**src/rtl/ipsl_pcie_dma_pkg.sv**
```systemverilog
// Shared definitions for the PCIe DMA completion path: CplD header constants,
// TX state encoding and the header/tkeep helpers.
package ipsl_pcie_dma_pkg;

  localparam logic [2:0] CPLD_FMT  = 3'b010;
  localparam logic [4:0] CPLD_TYPE = 5'b01010;

  localparam int unsigned LEN_W   = 10;
  localparam int unsigned BC_W    = 12;
  localparam int unsigned LADDR_W = 7;

  typedef enum logic [1:0] {
    ST_IDLE,
    ST_HDR,
    ST_DATA
  } cpld_state_t;

  // Byte count is 4*N mod 4096, which is {length,2'b00} because length 0 encodes 1024.
  function automatic logic [95:0] cpld_hdr(
    input logic [15:0]        cid,
    input logic [2:0]         tc,
    input logic [2:0]         attr,
    input logic [LEN_W-1:0]   len,
    input logic [15:0]        rid,
    input logic [7:0]         tag,
    input logic [LADDR_W-1:0] laddr
  );
    logic [31:0] dw0, dw1, dw2;
    dw0 = {CPLD_FMT, CPLD_TYPE, 1'b0, tc, 1'b0, attr[2], 2'b00, 1'b0, 1'b0,
           attr[1:0], 2'b00, len};
    dw1 = {cid, 3'b000, 1'b0, len, 2'b00};
    dw2 = {rid, tag, 1'b0, laddr};
    return {dw2, dw1, dw0};
  endfunction

  function automatic logic [3:0] last_keep(input logic [1:0] len_lo);
    case (len_lo)
      2'd1:    return 4'b0001;
      2'd2:    return 4'b0011;
      2'd3:    return 4'b0111;
      default: return 4'b1111;
    endcase
  endfunction

endpackage

```
**src/rtl/ipsl_pcie_dma_cpld_align.sv**
```systemverilog
// Realigns BAR RAM words to a DW offset: the previous word is registered and
// combined with the current RAM output through a 4:1 DW shifter.
module ipsl_pcie_dma_cpld_align (
  input  logic         clk,
  input  logic         rst,
  input  logic         en_i,
  input  logic [1:0]   off_i,
  input  logic [127:0] cur_i,
  output logic [127:0] data_o
);

  logic [127:0] prev_q;

  always_ff @(posedge clk) begin
    if (rst) begin
      prev_q <= '0;
    end else if (en_i) begin
      prev_q <= cur_i;
    end
  end

  always_comb begin
    case (off_i)
      2'd1:    data_o = {cur_i[31:0], prev_q[127:32]};
      2'd2:    data_o = {cur_i[63:0], prev_q[127:64]};
      2'd3:    data_o = {cur_i[95:0], prev_q[127:96]};
      default: data_o = prev_q;
    endcase
  end

endmodule

```
**src/rtl/ipsl_pcie_dma_cpld_tx.sv**
```systemverilog
// MRd completion generator: emits one 3DW CplD header beat followed by the
// realigned BAR RAM payload on a 128-bit AXI-Stream, one TLP at a time.
module ipsl_pcie_dma_cpld_tx
  import ipsl_pcie_dma_pkg::*;
#(
  parameter int unsigned ADDR_WIDTH = 9
) (
  input  logic                  clk,
  input  logic                  rst,
  input  logic [15:0]           i_cfg_completer_id,
  input  logic                  i_cpld_req_vld,
  output logic                  o_cpld_req_rdy,
  input  logic [2:0]            i_mrd_tc,
  input  logic [2:0]            i_mrd_attr,
  input  logic [9:0]            i_mrd_length,
  input  logic [15:0]           i_mrd_id,
  input  logic [7:0]            i_mrd_tag,
  input  logic [63:0]           i_mrd_addr,
  output logic                  o_bar_rd_clk_en,
  output logic [ADDR_WIDTH-1:0] o_bar_rd_addr,
  input  logic [127:0]          i_bar_rd_data,
  output logic                  o_axis_slave_tvld,
  input  logic                  i_axis_slave_trdy,
  output logic [127:0]          o_axis_slave_tdata,
  output logic [3:0]            o_axis_slave_tkeep,
  output logic                  o_axis_slave_tlast,
  output logic                  o_busy
);

  cpld_state_t           state_q;
  logic [95:0]           hdr_q;
  logic [1:0]            off_q;
  logic [1:0]            len_lo_q;
  logic [7:0]            beats_rem_q;
  logic [8:0]            rd_rem_q;
  logic [ADDR_WIDTH-1:0] rd_addr_q;

  logic                  accept, advance, rd_more, last_beat;
  logic [9:0]            n_m1;
  logic [10:0]           word_span;
  logic [ADDR_WIDTH-1:0] start_addr;
  logic [127:0]          aligned;

  assign o_cpld_req_rdy = (state_q == ST_IDLE) && !rst;
  assign accept         = i_cpld_req_vld && o_cpld_req_rdy;
  assign advance        = (state_q != ST_IDLE) && i_axis_slave_trdy;
  assign rd_more        = advance && (rd_rem_q != '0);
  assign last_beat      = (state_q == ST_DATA) && (beats_rem_q == '0);
  assign start_addr     = i_mrd_addr[ADDR_WIDTH+3:4];

  // N-1 wraps 0 -> 1023, so beats-1 = (N-1)>>2 and words-1 = (off+N-1)>>2.
  assign n_m1      = i_mrd_length - 10'd1;
  assign word_span = {9'b0, i_mrd_addr[3:2]} + {1'b0, n_m1};

  // Word 0 is read at accept, word 1 on the header handshake, then one per data beat.
  assign o_bar_rd_clk_en = accept || rd_more;
  assign o_bar_rd_addr   = accept ? start_addr : rd_addr_q;

  ipsl_pcie_dma_cpld_align u_align (
    .clk    (clk),
    .rst    (rst),
    .en_i   (advance),
    .off_i  (off_q),
    .cur_i  (i_bar_rd_data),
    .data_o (aligned)
  );

  always_ff @(posedge clk) begin
    if (rst) begin
      state_q     <= ST_IDLE;
      hdr_q       <= '0;
      off_q       <= '0;
      len_lo_q    <= '0;
      beats_rem_q <= '0;
      rd_rem_q    <= '0;
      rd_addr_q   <= '0;
    end else begin
      if (rd_more) begin
        rd_rem_q  <= rd_rem_q - 9'd1;
        rd_addr_q <= rd_addr_q + ADDR_WIDTH'(1);
      end
      case (state_q)
        ST_IDLE: begin
          if (accept) begin
            state_q     <= ST_HDR;
            hdr_q       <= cpld_hdr(i_cfg_completer_id, i_mrd_tc, i_mrd_attr, i_mrd_length,
                                    i_mrd_id, i_mrd_tag, {i_mrd_addr[6:2], 2'b00});
            off_q       <= i_mrd_addr[3:2];
            len_lo_q    <= i_mrd_length[1:0];
            beats_rem_q <= n_m1[9:2];
            rd_rem_q    <= word_span[10:2];
            rd_addr_q   <= start_addr + ADDR_WIDTH'(1);
          end
        end
        ST_HDR: begin
          if (i_axis_slave_trdy) state_q <= ST_DATA;
        end
        ST_DATA: begin
          if (i_axis_slave_trdy) begin
            if (beats_rem_q == '0) state_q <= ST_IDLE;
            else                   beats_rem_q <= beats_rem_q - 8'd1;
          end
        end
        default: state_q <= ST_IDLE;
      endcase
    end
  end

  always_comb begin
    o_axis_slave_tvld  = (state_q != ST_IDLE);
    o_busy             = (state_q != ST_IDLE);
    o_axis_slave_tlast = last_beat;
    o_axis_slave_tdata = '0;
    o_axis_slave_tkeep = '0;
    case (state_q)
      ST_HDR: begin
        o_axis_slave_tdata = {32'b0, hdr_q};
        o_axis_slave_tkeep = 4'b0111;
      end
      ST_DATA: begin
        o_axis_slave_tdata = aligned;
        o_axis_slave_tkeep = last_beat ? last_keep(len_lo_q) : 4'b1111;
      end
      default: ;
    endcase
  end

endmodule

```
**config.mk**
```make
export PLATFORM = sky130hd
export DESIGN_NAME = ipsl_pcie_dma_cpld_tx
export DESIGN_NICKNAME = d
export VERILOG_FILES = /design/src/rtl/ipsl_pcie_dma_pkg.sv /design/src/rtl/ipsl_pcie_dma_cpld_align.sv /design/src/rtl/ipsl_pcie_dma_cpld_tx.sv
export SDC_FILE = /design/constraint.sdc
export NUM_CORES = 1
export LEC_CHECK = 0
export ABC_AREA = 1
export CORE_ASPECT_RATIO = 1.75
export CORE_MARGIN = 5
export CORE_UTILIZATION = 40
export CTS_BUF_LIST = sky130_fd_sc_hd__clkbuf_8 sky130_fd_sc_hd__clkbuf_16
export DETAILED_ROUTE_END_ITERATION = 12
export PLACE_DENSITY = 0.77
export SYNTH_ARGS = -nofsm -noshare
export SYNTH_HDL_FRONTEND = slang
export SYNTH_SLANG_ARGS = --single-unit
```
**constraint.sdc**
```tcl
create_clock -name clk -period 1.8 [get_ports clk]
set_input_delay 0.18 -clock clk [delete_from_list [all_inputs] [get_ports clk]]
set_output_delay 0.18 -clock clk [all_outputs]
set_load 0.1 [all_outputs]
```
Yosys cells after proc, flatten, opt, wreduce, memory -nomap -nowiden
Index checks and enable logic that the tools add are counted.
Widths: inputs -> output; s select.
{ "word_totals": {"ff_bits": 234, "out_inout_bits": 146} }
{ "op_classes": {"add_sub_neg": 6, "eq_ne": 13, "n_mux": 21, "reduce_logical": 15} }
{ "ops": {"columns": ["operator", "n"], "rows": [
  ["$pmux 128 s3", 1],
  ["$pmux 128 s2", 1],
  ["$mux 9", 7],
  ["$mux 8", 3],
  ["$add 9x1->9 const B", 2],
  ["$pmux 8 s2", 1],
  ["$pmux 4 s3", 1],
  ["$add 2x10->11", 1],
  ["$eq 2x2->1 const B", 5],
  ["$sub 10x1->10 const B", 1],
  ["$reduce_bool 9->1", 1],
  ["$sub 9x1->9 const B", 1],
  ["$logic_not 8->1", 1],
  ["$mux 2", 4],
  ["$ne 2x2->1 const B", 4],
  ["$pmux 4 s2", 1],
  ["$reduce_and 4->1", 2],
  ["$sub 8x1->8 const B", 1],
  ["$eq 2x1->1 const B", 3],
  ["$pmux 2 s3", 1],
  ["$logic_and 1x1->1", 5],
  ["$mux 4", 1],
  ["$reduce_bool 2->1", 2],
  ["$logic_not 2->1", 1],
  ["4 further kinds", 4]
]} }

Longest topological paths before layout
{ "logic_depth": {"word_depth": 6, "ltp_mapped": 14, "ltp_nobuf": 14} }

By module
A second synthesis with hierarchy kept.
{ "unflattened": {"hier_cells": 2235, "area_unflattened_um2": 14202.4} }
{ "modules_own_cells": {"columns": ["mod", "n_inst", "cells_per_inst", "area_per_inst_um2", "seq_area_each_um2"], "rows": [
  ["ipsl_pcie_dma_cpld_align", 1, 1298, 8405.6, 2562.5],
  ["ipsl_pcie_dma_cpld_tx", 1, 937, 5796.8, 1801.7]
]} }

Worst setup path after synthesis
No wires, ideal clock.
{ "synth_timing": {"path_kind": "register to output", "from": "register state_q[1]", "to": "output o_bar_rd_addr[3]", "arrival_ns": 3.927, "required_ns": 1.620, "setup_slack_ns": -2.307, "stages_incl_launch_ff": 8, "path_cell_list": "dfxtp_1 -> inv_1 -> ha_1 -> inv_2 -> nor2_4 -> nand2_2 -> clkbuf_1 -> o21ai_0"} }
{ "synth_between": {"elab_chain_len": 4} }
{ "synth_lines": {"columns": ["item", "line", "source"], "rows": [
  ["from (decl)", "ipsl_pcie_dma_cpld_tx.sv:30", "cpld_state_t state_q;"],
  ["from (signal assigned)", "ipsl_pcie_dma_cpld_tx.sv:70", "state_q <= ST_IDLE;"],
  ["from (signal assigned)", "ipsl_pcie_dma_cpld_tx.sv:85", "state_q <= ST_HDR;"],
  ["from (signal assigned)", "ipsl_pcie_dma_cpld_tx.sv:96", "if (i_axis_slave_trdy) state_q <= ST_DATA;"],
  ["$logic_not 2->1", "ipsl_pcie_dma_cpld_tx.sv:44", "assign o_cpld_req_rdy = (state_q == ST_IDLE) && !rst;"],
  ["$logic_and 1x1->1", "ipsl_pcie_dma_cpld_tx.sv:44", null],
  ["via o_cpld_req_rdy", "ipsl_pcie_dma_cpld_tx.sv:12", "output logic o_cpld_req_rdy,"],
  ["$logic_and 1x1->1", "ipsl_pcie_dma_cpld_tx.sv:45", "assign accept = i_cpld_req_vld && o_cpld_req_rdy;"],
  ["$mux 9", "ipsl_pcie_dma_cpld_tx.sv:57", "assign o_bar_rd_addr = accept ? start_addr : rd_addr_q;"],
  ["to (decl)", "ipsl_pcie_dma_cpld_tx.sv:20", "output logic [ADDR_WIDTH-1:0] o_bar_rd_addr,"]
]} }
The timed path passes the listed nets, and every way through them passes these cells.

==> flow_summary.json <==
{
  "run_status": "complete, but fails checks",
  "violations": "negative setup slack",
  "drtAntennaViolNets": 0,
  "pwr-share-comb_pct": 57.5,
  "die_area_um2": 36000,
  "insertion_delay_ns": 0.54,
  "clkPwrFrac_pct": 17.6,
  "cts_buffer_depth": 3,
  "overflow": 0,
  "cp.required_ns": 1.62,
  "arrival_ns": 2.43,
  "root_buffer": "clkbuf_16",
  "fp.coreArea_um2": 32000,
  "finalCritPeriodShare_pct": 145,
  "seqCellArea_um2": 4380,
  "synthArstFlopShare_pct": 0,
  "grt_max_degree": 63,
  "fmax_mhz": 384,
  "grt_pass1_wl_um": 98800,
  "dieWidth_um": 146,
  "start_kind": "flop",
  "syn_inst": 2002,
  "fp-row-count": 87,
  "antenna_found_initial": 2,
  "avgSynthCellArea_um2": 6.42,
  "vias": 18556,
  "synth_area_leaders": "dfxtp_1, nand2_1, o21ai_0",
  "die_y_um": 247,
  "clock_sinks": 218,
  "synth_top_cell_area_share_pct": 33.9,
  "end_kind": "output port",
  "ys_seq_area_share_pct": 33.9,
  "yosysMostFrequentCell": "nand2_1",
  "syn-cell-area_um2": 12900,
  "ys_top_cells_by_count": "nand2_1, o21ai_0, dfxtp_1",
  "worstMarginPinSlew_ns": 0.559,
  "port_buffers": 344,
  "netSwitchingFraction_pct": 46.6,
  "cp_max_fo": 7,
  "yosys.area.top_type": "dfxtp_1",
  "htreeDepth": 1,
  "areaGrowthSynthToFinish_pct": 101,
  "cts_buffers": 23,
  "cap_violations": 0,
  "r2r-start": "state_q[0]",
  "critical_path_class": "flop to output port",
  "grt_pass1_vias": 17379,
  "total_power_mw": 28.8,
  "final_layout_size_suffix_gt1_share_pct": 37.3,
  "r2r_slack_ns": -0.48,
  "drt_first_pass_iters": 8,
  "fin_ws_ns": -0.806,
  "drt_iter0_drc": 2106,
  "powerDensity_nw_per_um2": 1110,
  "drt_wl_total_um": 73000,
  "routedWlPerCell_um": 24.5,
  "clk_pin_slew_ns": 0.07,
  "setup-violations-final": 337,
  "rsz0062_at_grt": "true",
  "p_sw_mw": 13.4,
  "mappedNetlistNets": 2266,
  "io_pins": 398,
  "p_int_mw": 15.4,
  "r2r_cells": 17,
  "initial_core_util_pct": 40.2,
  "synth_cell_types": 40,
  "yosysWarnings": 0,
  "crit_end": "o_axis_slave_tdata[7]",
  "cts_hold_buf": 0,
  "p_leak_nw": 9.74,
  "synth_ff_type": "dfxtp_1",
  "multi_input_area_um2": 10700,
  "irDropWorstVdd_uv": 1110,
  "slew_headroom_pct": 62.6,
  "synth_edf_count": 0,
  "gp_congestion": 0.983,
  "fillers": 1857,
  "dp_hpwl_um": 47400,
  "skew_ns": 0.00933,
  "fin_cells": 2978,
  "cp-startpoint": "hdr_q[67]",
  "drc": 0,
  "hp-class": "input pin to flop",
  "dp.cells": 2840,
  "final_max_slew_viol_count": 0,
  "grt_usage_pct": 34.1,
  "hold_viol": 0,
  "fin_crit_ns": 2.61,
  "cts_tree": "done",
  "seqPwrFrac_pct": 24.9,
  "nets": 2823,
  "drt-vias-per-instance": 6.23,
  "ys_ff_latch": 218,
  "timing.rr.end": "beats_rem_q[4]"
}
cells by family after synthesis:
family | share of synthesized area (%)
adders and majority gates | 1.17
and+or+nand+nor | 24.5
xor gates and xnor gates | 0.409
DFF | 33.9
buffers and inverters | 9.60
AOI/OAI and AO/OA | 30.4
what timing repair did:
item,in CTS,in global routing
gates resized for setup,157,274
pin swaps,31,114
cloned,8,12
buffers inserted,22,70
endpoints found under the hold margin,0,0
setup endpoints to repair,197,286
layer usage:
layer / up-vias / GRT usage, % / routed length [µm]
li1: 7982 / - / -
met1: 8660 / 37.7 / 23600
met2: 1420 / 57.7 / 34900
met3: 494 / 6.49 / 6880
met4: 0 / 26.1 / 7650
met5: - / 0 / 0
worst min path at each step:
stage / start / end / slack, ns / cells past startpoint
2_1_floorplan: i_mrd_attr[0] / hdr_q[12] / 0.29 / 2
3_3_place_gp: hdr_q[30] / hdr_q[30] / 0.44 / 2
3_5_place_dp: hdr_q[30] / hdr_q[30] / 0.44 / 2
4_1_cts: i_mrd_attr[1] / hdr_q[13] / 0.19 / 3
5_1_grt: i_mrd_id[7] / hdr_q[87] / 0.20 / 3
6_report: i_mrd_attr[1] / hdr_q[13] / 0.19 / 3
layout by cell type (no fill, tap or decap), types with 20 or more instances in the layout:
cell / netlist / routed
o21ai_2: 0 / 22
inv_1: 132 / 118
a21oi_4: 0 / 98
clkbuf_16: 0 / 35
o21ai_1: 6 / 29
buf_4: 5 / 215
a221oi_2: 0 / 20
dfxtp_1: 218 / 213
buf_12: 0 / 195
o21ai_0: 296 / 196
nand2_1: 455 / 396
clkdlybuf4s50_1: 0 / 198
buf_6: 1 / 50
nor2_1: 191 / 173
nand2_2: 2 / 34
a31oi_4: 0 / 22
o21ai_4: 0 / 55
nand3_1: 102 / 95
a21oi_1: 214 / 109
area by class of cell:
class | count | area share (%)
inverter | 143 | 2.55
tap | 400 | 1.93
timing repair buffer | 692 | 34.0
clock inverter | 12 | 0.440
sequential | 218 | 16.9
timing repair inverter | 1 | 0.0629
antenna | 3 | 0.0290
clock buffer | 29 | 2.54
multi-input combinational | 1480 | 41.5
registers in the layout (all words and copies together), names as in the netlist:
name	count
off_q	1
rd_addr_q	9
state_q	2
beats_rem_q	8
rd_rem_q	9
u_align.prev_q	128
len_lo_q	1
hdr_q	60
power by group through the flow:
stage	Combinational [mW]	Clock, mW	Sequential, mW
detailed placement	13.2	0	7.03
global route	17.2	5.26	7.27
global placement	13.0	0	6.97
floorplan	8.51	0	6.77
CTS	14.2	5.03	6.98
finish	16.6	5.07	7.19
worst max-delay path: stages (launching register included):
cell and delay (ns):
dfxtp_4 0.41, inv_4 0.06, nor2_4 0.20, buf_6 0.14, buf_12 0.12, nand2_1 0.07, a31oi_1 0.22, o21ai_0 0.12
buf_4 0.17, a21oi_4 0.17, buf_12 0.19
per-stage QoR:
stage	TNS, ns	setup slack (ns)	hold slack [ns]	utilization (%)	area, µm²
2_1_floorplan	-53.30	-0.523	0.290	-	15500
3_3_place_gp	-13.88	-0.468	0.438	69.6	22300
3_5_place_dp	-22.69	-0.507	0.442	69.6	22300
4_1_cts	-81.27	-0.673	0.192	75.1	24000
5_1_grt	-140.81	-0.841	0.205	80.9	25900
6_report	-119.64	-0.806	0.191	80.9	25900
Note: power is estimated with default switching activity, not from simulation.
